**src/rtl/vram_arbiter_pkg.sv**
```systemverilog
// Shared definitions for the VRAM arbiter: requester IDs and the default
// upper address bits of the sprite attribute table.
package vram_arbiter_pkg;

  typedef enum logic [1:0] {
    REQ_NONE = 2'd0,
    REQ_SPR  = 2'd1,
    REQ_TILE = 2'd2,
    REQ_CPU  = 2'd3
  } req_id_e;

  localparam logic [8:0] SPRITE_BASE_DEFAULT = 9'h1FC;
  localparam int         SPR_ADDR_W          = 6;
  localparam int         STARVE_W            = 4;

endpackage

```
**src/rtl/vram_starve_counter.sv**
```systemverilog
// Saturating up-counter with synchronous clear; tracks consecutive CPU denials.
module vram_starve_counter
  import vram_arbiter_pkg::*;
#(
  parameter int MAX = 8
) (
  input  logic                clk,
  input  logic                rst_n,
  input  logic                inc,
  input  logic                clr,
  output logic [STARVE_W-1:0] cnt
);

  logic [STARVE_W-1:0] cnt_d, cnt_q;

  always_comb begin
    cnt_d = cnt_q;
    if (clr) begin
      cnt_d = '0;
    end else if (inc && (cnt_q != STARVE_W'(MAX))) begin
      cnt_d = cnt_q + STARVE_W'(1);
    end
  end

  always_ff @(posedge clk or negedge rst_n) begin
    if (!rst_n) begin
      cnt_q <= '0;
    end else begin
      cnt_q <= cnt_d;
    end
  end

  assign cnt = cnt_q;

endmodule

```
**src/rtl/vram_arbiter.sv**
```systemverilog
// Single-port VRAM arbiter: sprite > tile > CPU, with a one-cycle forced CPU
// slot once the CPU has been denied STARVE_MAX cycles in a row.
module vram_arbiter
  import vram_arbiter_pkg::*;
#(
  parameter int         ADDR_W      = 15,
  parameter int         DATA_W      = 16,
  parameter logic [8:0] SPRITE_BASE = SPRITE_BASE_DEFAULT,
  parameter int         STARVE_MAX  = 8
) (
  input  logic                  clk,
  input  logic                  reset,
  input  logic                  spr_req,
  input  logic [SPR_ADDR_W-1:0] spr_addr,
  input  logic                  tile_req,
  input  logic [ADDR_W-1:0]     tile_addr,
  input  logic                  cpu_req,
  input  logic                  cpu_we,
  input  logic [ADDR_W-1:0]     cpu_addr,
  input  logic [DATA_W-1:0]     cpu_wdata,
  output logic                  spr_gnt,
  output logic                  tile_gnt,
  output logic                  cpu_gnt,
  output logic                  cpu_hold,
  output logic                  spr_rvalid,
  output logic                  tile_rvalid,
  output logic                  cpu_rvalid,
  output logic [ADDR_W-1:0]     ram_addr,
  output logic [DATA_W-1:0]     ram_din,
  output logic                  ram_we,
  output logic [STARVE_W-1:0]   starve_cnt
);

  req_id_e               owner;
  req_id_e               rd_owner_d, rd_owner_q;
  logic [ADDR_W-1:0]     addr_d, addr_q;
  logic [STARVE_W-1:0]   starve;
  logic                  force_cpu;

  assign force_cpu = cpu_req && (starve == STARVE_W'(STARVE_MAX));

  // Grants are gated by reset so nothing reaches the RAM while held in reset.
  always_comb begin
    owner = REQ_NONE;
    if (reset) begin
      if (force_cpu)     owner = REQ_CPU;
      else if (spr_req)  owner = REQ_SPR;
      else if (tile_req) owner = REQ_TILE;
      else if (cpu_req)  owner = REQ_CPU;
    end
  end

  assign spr_gnt  = (owner == REQ_SPR);
  assign tile_gnt = (owner == REQ_TILE);
  assign cpu_gnt  = (owner == REQ_CPU);
  assign cpu_hold = reset & cpu_req & ~cpu_gnt;
  assign ram_we   = cpu_gnt & cpu_we;
  assign ram_din  = cpu_wdata;

  always_comb begin
    addr_d = addr_q;
    case (owner)
      REQ_SPR:  addr_d = ADDR_W'({SPRITE_BASE, spr_addr});
      REQ_TILE: addr_d = tile_addr;
      REQ_CPU:  addr_d = cpu_addr;
      default:  addr_d = addr_q;
    endcase
    rd_owner_d = ram_we ? REQ_NONE : owner;
  end

  assign ram_addr = addr_d;

  always_ff @(posedge clk or negedge reset) begin
    if (!reset) begin
      addr_q     <= '0;
      rd_owner_q <= REQ_NONE;
    end else begin
      addr_q     <= addr_d;
      rd_owner_q <= rd_owner_d;
    end
  end

  assign spr_rvalid  = (rd_owner_q == REQ_SPR);
  assign tile_rvalid = (rd_owner_q == REQ_TILE);
  assign cpu_rvalid  = (rd_owner_q == REQ_CPU);

  vram_starve_counter #(
    .MAX (STARVE_MAX)
  ) u_starve (
    .clk   (clk),
    .rst_n (reset),
    .inc   (cpu_hold),
    .clr   (~cpu_hold),
    .cnt   (starve)
  );

  assign starve_cnt = starve;

endmodule

```
**config.mk**
```make
export PLATFORM = sky130hd
export DESIGN_NAME = vram_arbiter
export DESIGN_NICKNAME = d
export VERILOG_FILES = /design/src/rtl/vram_arbiter_pkg.sv /design/src/rtl/vram_starve_counter.sv /design/src/rtl/vram_arbiter.sv
export SDC_FILE = /design/constraint.sdc
export NUM_CORES = 1
export LEC_CHECK = 0
export CORE_MARGIN = 3
export CORE_UTILIZATION = 33
export DETAILED_ROUTE_END_ITERATION = 6
export PLACE_DENSITY = 0.79
export SLEW_MARGIN = 20
export SYNTH_ARGS = -nofsm -noshare
export SYNTH_HDL_FRONTEND = slang
export SYNTH_SLANG_ARGS = --single-unit
```
**constraint.sdc**
```tcl
create_clock -name clk -period 3 [get_ports clk]
set_input_delay 0.6 -clock clk [delete_from_list [all_inputs] [get_ports clk]]
set_output_delay 0.6 -clock clk [all_outputs]
set_load 0.01 [all_outputs]
```
# ---- Word level (Yosys, flattened, before mapping)
# Cells that the tools add are included.
dict set report classes {
  add_sub_neg 1
  n_eq_ne 9
  n_mux 9
  bitwise_logic 4
  reduce_logical 2
}
# op count
set op_table {}
lappend op_table {{$pmux W15 S3} 1}
lappend op_table {{$mux W2} 6}
lappend op_table {{$eq A2 B2 Y1 const B} 4}
lappend op_table {{$mux W4} 2}
lappend op_table {{$add A4 B1 Y4 const B} 1}
lappend op_table {{$eq A2 B1 Y1 const B} 2}
lappend op_table {{$eq A4 B4 Y1 const B} 1}
lappend op_table {{$ne A4 B4 Y1 const B} 1}
lappend op_table {{$and A1 B1 Y1} 3}
lappend op_table {{$logic_and A1 B1 Y1} 2}
lappend op_table {{$ne A2 B2 Y1 const B} 1}
lappend op_table {{$not A1 Y1} 1}
dict set report totals {
  reg_bits 21
  input_bits 58
  out_inout_bits 43
  wordCells 28
}

# ---- Logic depth before layout (Yosys ltp)
# Gate-level depths: netlist (run 1).
dict set report depth {
  depth_word 11
  ltp_mapped 9
  mapped_depth_nobuf 6
}

# ---- Hierarchy
# Synthesis (run 1) repeated with hierarchy kept, for this count alone.
dict set report unflattened {
  hier_cells 140
  hier_area_um2 1312.5
}
# mod instances cells_each area_per_inst_um2 seq_area_each_um2
set modules_own_cells {}
lappend modules_own_cells {vram_arbiter 1 117 1083.5 425.4}
lappend modules_own_cells {vram_starve_counter 1 23 229.0 100.1}

# ---- Least setup slack after synthesis (run 1)
# No wires, ideal clock.
dict set report synth_path {
  kind {flip-flop to output port}
  startpoint {register u_starve.cnt_q[0] (netlist: u_starve.cnt[0])}
  endpoint {output port ram_addr[10]}
  arrival_ps 1857
  required_time_ps 2400
  slack_ps 543
  path_stages_with_launch 10
  path_buffers 3
  cell_sequence {dfrtp_1 > inv_1 > ha_1 > and3b_1 > buf_6 > a211oi_2 > buf_6 > buf_12 > mux2i_1 > a21oi_1}
}
dict set report synth_between {
  elab_chain_len 6
  word_cells_on_any_way 8
  classes_between {4 x eq/ne; 3 x mux; 1 x reduce/logical}
}
# element line
set synth_lines {}
lappend synth_lines {{start, declared} vram_starve_counter.sv:14} ;# logic [STARVE_W-1:0] cnt_d, cnt_q;
lappend synth_lines {{start signal, assigned} vram_starve_counter.sv:29} ;# cnt_q <= cnt_d;
lappend synth_lines {{$eq A4 B4 Y1 (*)} vram_arbiter.sv:40} ;# assign force_cpu = cpu_req && (starve == STARVE_W'(STARVE_MAX));
lappend synth_lines {{$logic_and A1 B1 Y1 (*)} vram_arbiter.sv:40}
lappend synth_lines {{$mux W2 (*)} vram_arbiter.sv:46} ;# if (force_cpu) owner = REQ_CPU;
lappend synth_lines {{$mux W2 (*)} vram_arbiter.sv:45} ;# if (reset) begin
lappend synth_lines {{$eq A2 B2 Y1 or $eq A2 B1 Y1 (tied branches)} vram_arbiter.sv:62} ;# case (owner)
lappend synth_lines {{$pmux W15 S3 (*)} vram_arbiter.sv:62}
lappend synth_lines {{end, declared} vram_arbiter.sv:28} ;# output logic [ADDR_W-1:0] ram_addr,
# Every way passes the cells marked *; elsewhere a longest branch is shown, timed or not.

# ---- Worst setup path in the final report (run 1)
dict set report layout_path {
  startpoint {input port tile_req}
  endpoint {output port ram_addr[10]}
}
dict set report layout_between {
  elab_chain_len 6
  word_cells_on_any_way 8
  classes_between {3 x eq/ne; 5 x mux}
}
# element line
set layout_lines {}
lappend layout_lines {{start, declared} vram_arbiter.sv:15} ;# input logic tile_req,
lappend layout_lines {{$mux W2 (*)} vram_arbiter.sv:48} ;# else if (tile_req) owner = REQ_TILE;
lappend layout_lines {{$mux W2 (*)} vram_arbiter.sv:47} ;# else if (spr_req) owner = REQ_SPR;
lappend layout_lines {{$mux W2 (*)} vram_arbiter.sv:46}
lappend layout_lines {{$mux W2 (*)} vram_arbiter.sv:45}
lappend layout_lines {{$eq A2 B2 Y1 or $eq A2 B1 Y1 (tied branches)} vram_arbiter.sv:62}
lappend layout_lines {{$pmux W15 S3 (*)} vram_arbiter.sv:62}
# Marked as above.

==> results.yml, run 1 <==
timing:
  slew_headroom: 0.8281
  fin_ws_ns: 0.06291
  fmax_mhz: 340.5
  min_period_ns: 2.937
  rsz0062_at_grt: "yes"
  drv_slew: 0
  setup_violations: 0
  finClkSkew_ns: 0.002040
  hold_viol: 0
  fin_setup_tns_ns: 0
  tightest_slew_ns: 0.2579
  min_period_over_period: 0.9790
yosys:
  synth_ff_type: "dfrtp_1"
  synth_top_area_cell: "dfrtp_1"
  ys_warn_count: 0
  yosysTopAreaCellShare: 0.4175
  synth_most_common_cell: "dfrtp_1"
  netlist_top_cells_count: "dfrtp_1 (21), buf_4 (16), mux2i_1 (15), a21oi_1 (14), nor2_1 (13)"
  synth_top_family_by_area: "buffers and inverters"
  async_flop_share: 1.000
  synthCells: 129
  syn_area_per_cell_um2: 9.757
  muxShareOfSynthArea: 0.1282
  yosys.area_share.simple: 0.1302
  ys_ff_latch: 21
  synthAdderAreaFrac: 0.01988
  syn-cell-area_um2: 1259
  yosys-top-cells-area: "dfrtp_1 (42%), mux2i_1 (12%), buf_4 (9.5%)"
  synth_edf_count: 0
  yosysUniqueCellTypes: 33
  syn_nets: 189
  synth_compound_area_frac: 0.1412
  synth-xor-area-share: 0.006958
  yosysSeqAreaShare: 0.4175
floorplanning:
  rows: 21
  io_pins: 101
  die-width_um: 67.76
  coreArea_um2: 3495
  start_util: 0.3602
  dieArea_um2: 4591
  die_h_um: 67.76
clocking:
  clk_pin_slew_ns: 0.07
  cts_root_buffer: "clkbuf_8"
  tritoncts: "done"
  cts.htree.levels: 1
  worstSkewPairLatency_ns: 0.25
  numCtsBuffers: 3
  clock-sinks: 21
  postCtsHoldBufs: 0
  clock_path_buffers: 2
layout:
  antenna_cells: 0
  nNetsFinal: 263
  fillers: 314
  syn2layout_area_growth_pct: 63.42
  multi_input_area_um2: 570.5
  final_area_um2: 2057
  seqCellArea_um2: 525.5
  drive_gt1_frac: 0.2376
placed_design:
  gp_congestion: 0.8100
  io_buffers: 68
  hpwlAfterDp_mm: 2.686
  dp_slack_ns: -0.2899
  place_area_um2: 1959
drt:
  drc: 0
  vias: 1206
  drt-initial-drc-count: 52
  drt_pre_antenna_iters: 4
  via_per_inst: 4.863
  ant_nets: 0
  wl_mm: 3.558
  wl_per_cell_um: 14.35
worst_setup_path:
  crit_type: "in -> out"
  arrival_ns: 2.34
  reg2reg_slack_ns: 1.10
  crit_path_end_kind: "output pin"
  crit_fanout: 6
  crit_required_ns: 2.40
  startpoint_type: "input pin"
power_and_ir_drop:
  p_int_uw: 532.7
  seqPwrFrac: 0.434
  ir_worst_vdd_uv: 189.3
  power_leakage_uw: 0.0009325
  switchingPower_uw: 192.0
  p_clk_frac: 0.249
  switching_share: 0.2649
  power_frac_comb: 0.317
  power.density_nw_per_um2: 352.3
global_route:
  grt_max_degree: 16
  grt_usage: 0.1654
  grt_pass1_vias: 1248
  antenna_found_initial: 0
  overflow: 0
  grt_pass1_wl_mm: 5.568
worst_hold_path:
  hp-class: "reg -> reg"
status:
  outcome: "finished, final reports clean"
job:
  maxCapViolCount: 0
-- through the flow --
step,hold slack (ns),total power [uW],utilization,cells
2_1_floorplan,0.3044,425.9,-,129
3_3_place_gp,0.5065,544.6,0.5607,237
3_5_place_dp,0.5215,550.9,0.5607,237
4_1_cts,0.5461,729.3,0.5883,248
5_1_grt,0.5692,764.3,0.5886,248
6_report,0.5226,724.7,0.5886,248
-- layout by cell type, fill, tap and decap left out, types with 2 or more instances in the layout --
cell	n
buf_2	3
buf_6	2
o22ai_1	8
a21oi_1	10
a21oi_2	4
mux2i_2	3
clkdlybuf4s50_1	48
dfrtp_1	21
nor2b_1	3
nand2_1	5
ha_1	2
nor2_1	13
clkbuf_2	7
mux2i_1	12
inv_1	7
buf_4	18
dlymetal6s2s_1	2
dlygate4sd2_1	7
clkbuf_8	3
-- registers in the layout, summed over array words and instances (netlist names) --
signal,cells
u_starve.cnt,4
addr_q,15
rd_owner_q,2
-- cell families (layout without fill, tap and decap cells) --
group	count (synthesis)	count (layout)
AND/OR/NAND/NOR	32	32
multiplexers	16	16
buffers and inverters	28	101
adder cells (fa/ha/maj)	2	2
XOR/XNOR	1	1
AO/OA/AOI/OAI	29	29
flip-flops	21	21
-- timing repair --
item	4_1_cts	5_1_grt
setup endpoints to repair	18	17
resized for setup	30	25
hold endpoints to repair	0	0
cloned	1	0
setup buffers	6	0
pin swaps	2	3
-- routing by layer --
metal,wire length [um],share of wire,GRT usage,vias to the layer above
met1,1425,0.40,0.1893,574
met5,0,0,0,-
met2,1842,0.52,0.2916,51
met3,254,0.071,0.03661,6
met4,36,0.010,0.07342,0
li1,-,-,-,575
-- final timing paths --
kind                            startpoint             to  cells after the start
setup / recovery                  tile_req   ram_addr[10]                      8
hold / removal                   addr_q[8]      addr_q[8]                      2
setup reg to reg           u_starve.cnt[0]      addr_q[3]                      8
hold reg to reg                  addr_q[8]      addr_q[8]                      2
max in group asynchronous            reset      addr_q[3]                      2
min in group asynchronous            reset  rd_owner_q[1]                      2
-- critical path, cell delays in order --
cell,delay (ns)
clkdlybuf4s50_1,0.47
and2b_2,0.24
a211oi_4,0.22
buf_6,0.16
buf_16,0.12
mux2i_1,0.21
a21oi_2,0.08
clkdlybuf4s15_1,0.23
-- layout make-up --
class,count,share of cell area
sequential,21,0.2555
clock buffer,4,0.02190
inverter,7,0.01277
multi-input combinational,80,0.2774
tap,46,0.02798
timing repair buffer,90,0.4045
-- power groups by stage --
| stage | registers [uW] | clock network, uW | logic (uW) |
|---|---|---|---|
| 5_1_grt | 317 | 199 | 249 |
| 6_report | 315 | 181 | 229 |
| 3_5_place_dp | 321 | 0 | 230 |
| 3_3_place_gp | 320 | 0 | 225 |
| 4_1_cts | 315 | 185 | 230 |
| 2_1_floorplan | 319 | 0 | 107 |
(Power assumes the default switching activity.)
==> run 2, diff against run 1 <==
--- a/config.mk
+++ b/config.mk
@@ -9,6 +9,7 @@
 export CORE_UTILIZATION = 33
 export DETAILED_ROUTE_END_ITERATION = 6
 export PLACE_DENSITY = 0.79
+export RECOVER_POWER = 100
 export SLEW_MARGIN = 20
 export SYNTH_ARGS = -nofsm -noshare
 export SYNTH_HDL_FRONTEND = slang
==> run 2 against run 1 <==
  * Sequential share of layout area increased by 0.14 points
  * First-iteration DRC count decreased by 7.7%
  * Register-to-register slack about the same
  * Largest cell class unchanged
  * Count of clock-buffer cells in the layout unchanged
  * Highest routed layer unchanged
  * Power decreased by 0.18%
  * Die area unchanged
  * Setup slack got worse by 0.040 ns
  * Via count increased by 0.50%
==> results.yml, run 2 (synthesis gave the netlist of run 1 again) <==
status:
  outcome: "finished, final reports clean"
layout:
  final_common_cell: "clkdlybuf4s50_1"
  fillers: 320
  regMostFlops: "addr_q"
  final_area_um2: 2046
  antenna_cells: 0
  syn2layout_area_growth_pct: 62.52
  mostFrequentLayoutCells: "clkdlybuf4s50_1 (47), dfrtp_1 (21), buf_4 (14)"
  nNetsFinal: 263
  drive_gt1_frac: 0.2228
  largest_reg_flops: 15
  post-route-util: 0.5854
clocking:
  clock_path_buffers: 2
  cts.htree.levels: 1
  cts_root_buffer: "clkbuf_8"
  clock-sinks: 21
  clk_pin_slew_ns: 0.07
  tritoncts: "done"
  numCtsBuffers: 3
  worstSkewPairLatency_ns: 0.25
global_route:
  grt_pass1_vias: 1248
  met1_usage: 0.1893
  antenna_found_initial: 0
  grt_usage: 0.1654
  met3_usage: 0.03661
  overflow: 0
  grt_use_met2: 0.2916
  grt_max_degree: 16
  grt_pass1_wl_mm: 5.568
  busiest_layer: "met2"
worst_setup_path:
  crit_required_ns: 2.40
  arrival_ns: 2.38
  startpoint: "reset"
  crit_type: "in -> out"
  critical_path.top_delay_family: "buffers and inverters"
  r2r-start: "u_starve.cnt[0]"
  worstPathCellList: "dlygate4sd3_1 > buf_4 > nand2_1 > a21o_2 > inv_1 > clkdlybuf4s50_1"
  startpoint_type: "input pin"
  critPathSlowestCell: "dlygate4sd3_1"
  max_stage_delay_ns: 0.67
  crit_fanout: 7
  critPathBufInv: 4
  crit_path_end_kind: "output pin"
drt:
  drt-initial-drc-count: 48
  drt_pre_antenna_iters: 4
  via_per_inst: 4.887
  vias: 1212
  wl_per_cell_um: 14.34
  drc: 0
  ant_nets: 0
  wl_mm: 3.556
floorplanning:
  io_pins: 101
  die_h_um: 67.76
  start_util: 0.3602
  dieArea_um2: 4591
  rows: 21
  die-width_um: 67.76
  coreArea_um2: 3495
placed_design:
  hpwlAfterDp_mm: 2.686
  io_buffers: 68
  gp_congestion: 0.8100
  dp_slack_ns: -0.2899
  place_area_um2: 1959
timing:
  setup_violations: 0
  fin_ws_ns: 0.02320
  fmax_mhz: 335.9
  tightest_slew_ns: 0.7739
  min_period_over_period: 0.9923
  drv_slew: 0
  hold_viol: 0
  finClkSkew_ns: 0.002276
  slew_headroom: 0.4840
  rsz0062_at_grt: "yes"
  min_period_ns: 2.977
  fin_setup_tns_ns: 0
worst_hold_path:
  hp-class: "reg -> reg"
  hold_path.startpoint: "addr_q[8]"
job:
  maxCapViolCount: 0
power_and_ir_drop:
  power.density_nw_per_um2: 353.6
  ir_worst_vdd_uv: 189.2
  power_leakage_uw: 0.0009213
-- run 2: changes by cell type in the layout (fill, tap and decap cells not counted), sizes merged --
| cell | delta |
|---|---|
| buf | -4 |
| clkbuf | +4 |
| clkdlybuf4s50 | -1 |
| dlygate4sd3 | +1 |
-- run 2: worst reg2reg max path, stage by stage (launching register included) --
cell and delay, ns:
dfrtp_1 0.35, inv_1 0.05, ha_1 0.22, and3b_1 0.23
a211oi_4 0.31, buf_4 0.17, buf_12 0.12, mux2i_2 0.24
a21oi_2 0.10
-- run 2: path summary, 6_finish.rpt --
| path | slack [ns] | depth (start not counted) | endpoint |
|---|---|---|---|
| max | 0.02 | 6 | spr_gnt |
| min | 0.52 | 2 | addr_q[8] |
| max reg2reg | 1.10 | 8 | addr_q[3] |
| min reg2reg | 0.52 | 2 | addr_q[8] |
| max in group asynchronous | 1.40 | 2 | addr_q[3] |
| min in group asynchronous | 0.85 | 2 | rd_owner_q[1] |
-- run 2: through the flow --
stage               hold WS (ns)  std cells  total power, uW
detailed placement        0.5215        237            550.9
global route              0.5692        248            762.8
finish                    0.5226        248            723.4
CTS                       0.5461        248            729.3
floorplan                 0.3044        129            425.9
global placement          0.5065        237            544.6
-- run 2: timing repair --
| item | in CTS | in global routing |
|---|---|---|
| setup buffers | 6 | 0 |
| cloned | 1 | 0 |
| setup endpoints to repair | 18 | 17 |
| hold buffers | 0 | 0 |
| pin swaps | 2 | 3 |
| resized for setup | 30 | 25 |
-- run 2: power by group --
group	leakage [uW]	total [uW]	switching (uW)	internal (uW)
sequential	0.000242	315	7.62	307
combinational	0.000657	228	98.1	130
clock	0.0000228	181	86.4	94.4
total	0.000921	723	192	531
-- run 2: layout make-up --
type / count / area [um2] / share of cell area
tap: 46 / 57.56 / 0.02813
timing repair buffer: 90 / 820.8 / 0.4012
multi-input combinational: 80 / 570.5 / 0.2789
clock buffer: 4 / 45.04 / 0.02202
inverter: 7 / 26.28 / 0.01284
sequential: 21 / 525.5 / 0.2569
-- run 2: routing by layer --
layer | vias to the layer above | part of all wire | wire length (um)
met2 | 53 | 0.52 | 1846
met1 | 578 | 0.40 | 1414
met5 | - | 0 | 0
met4 | 0 | 0.010 | 36
met3 | 6 | 0.073 | 259
li1 | 575 | - | -
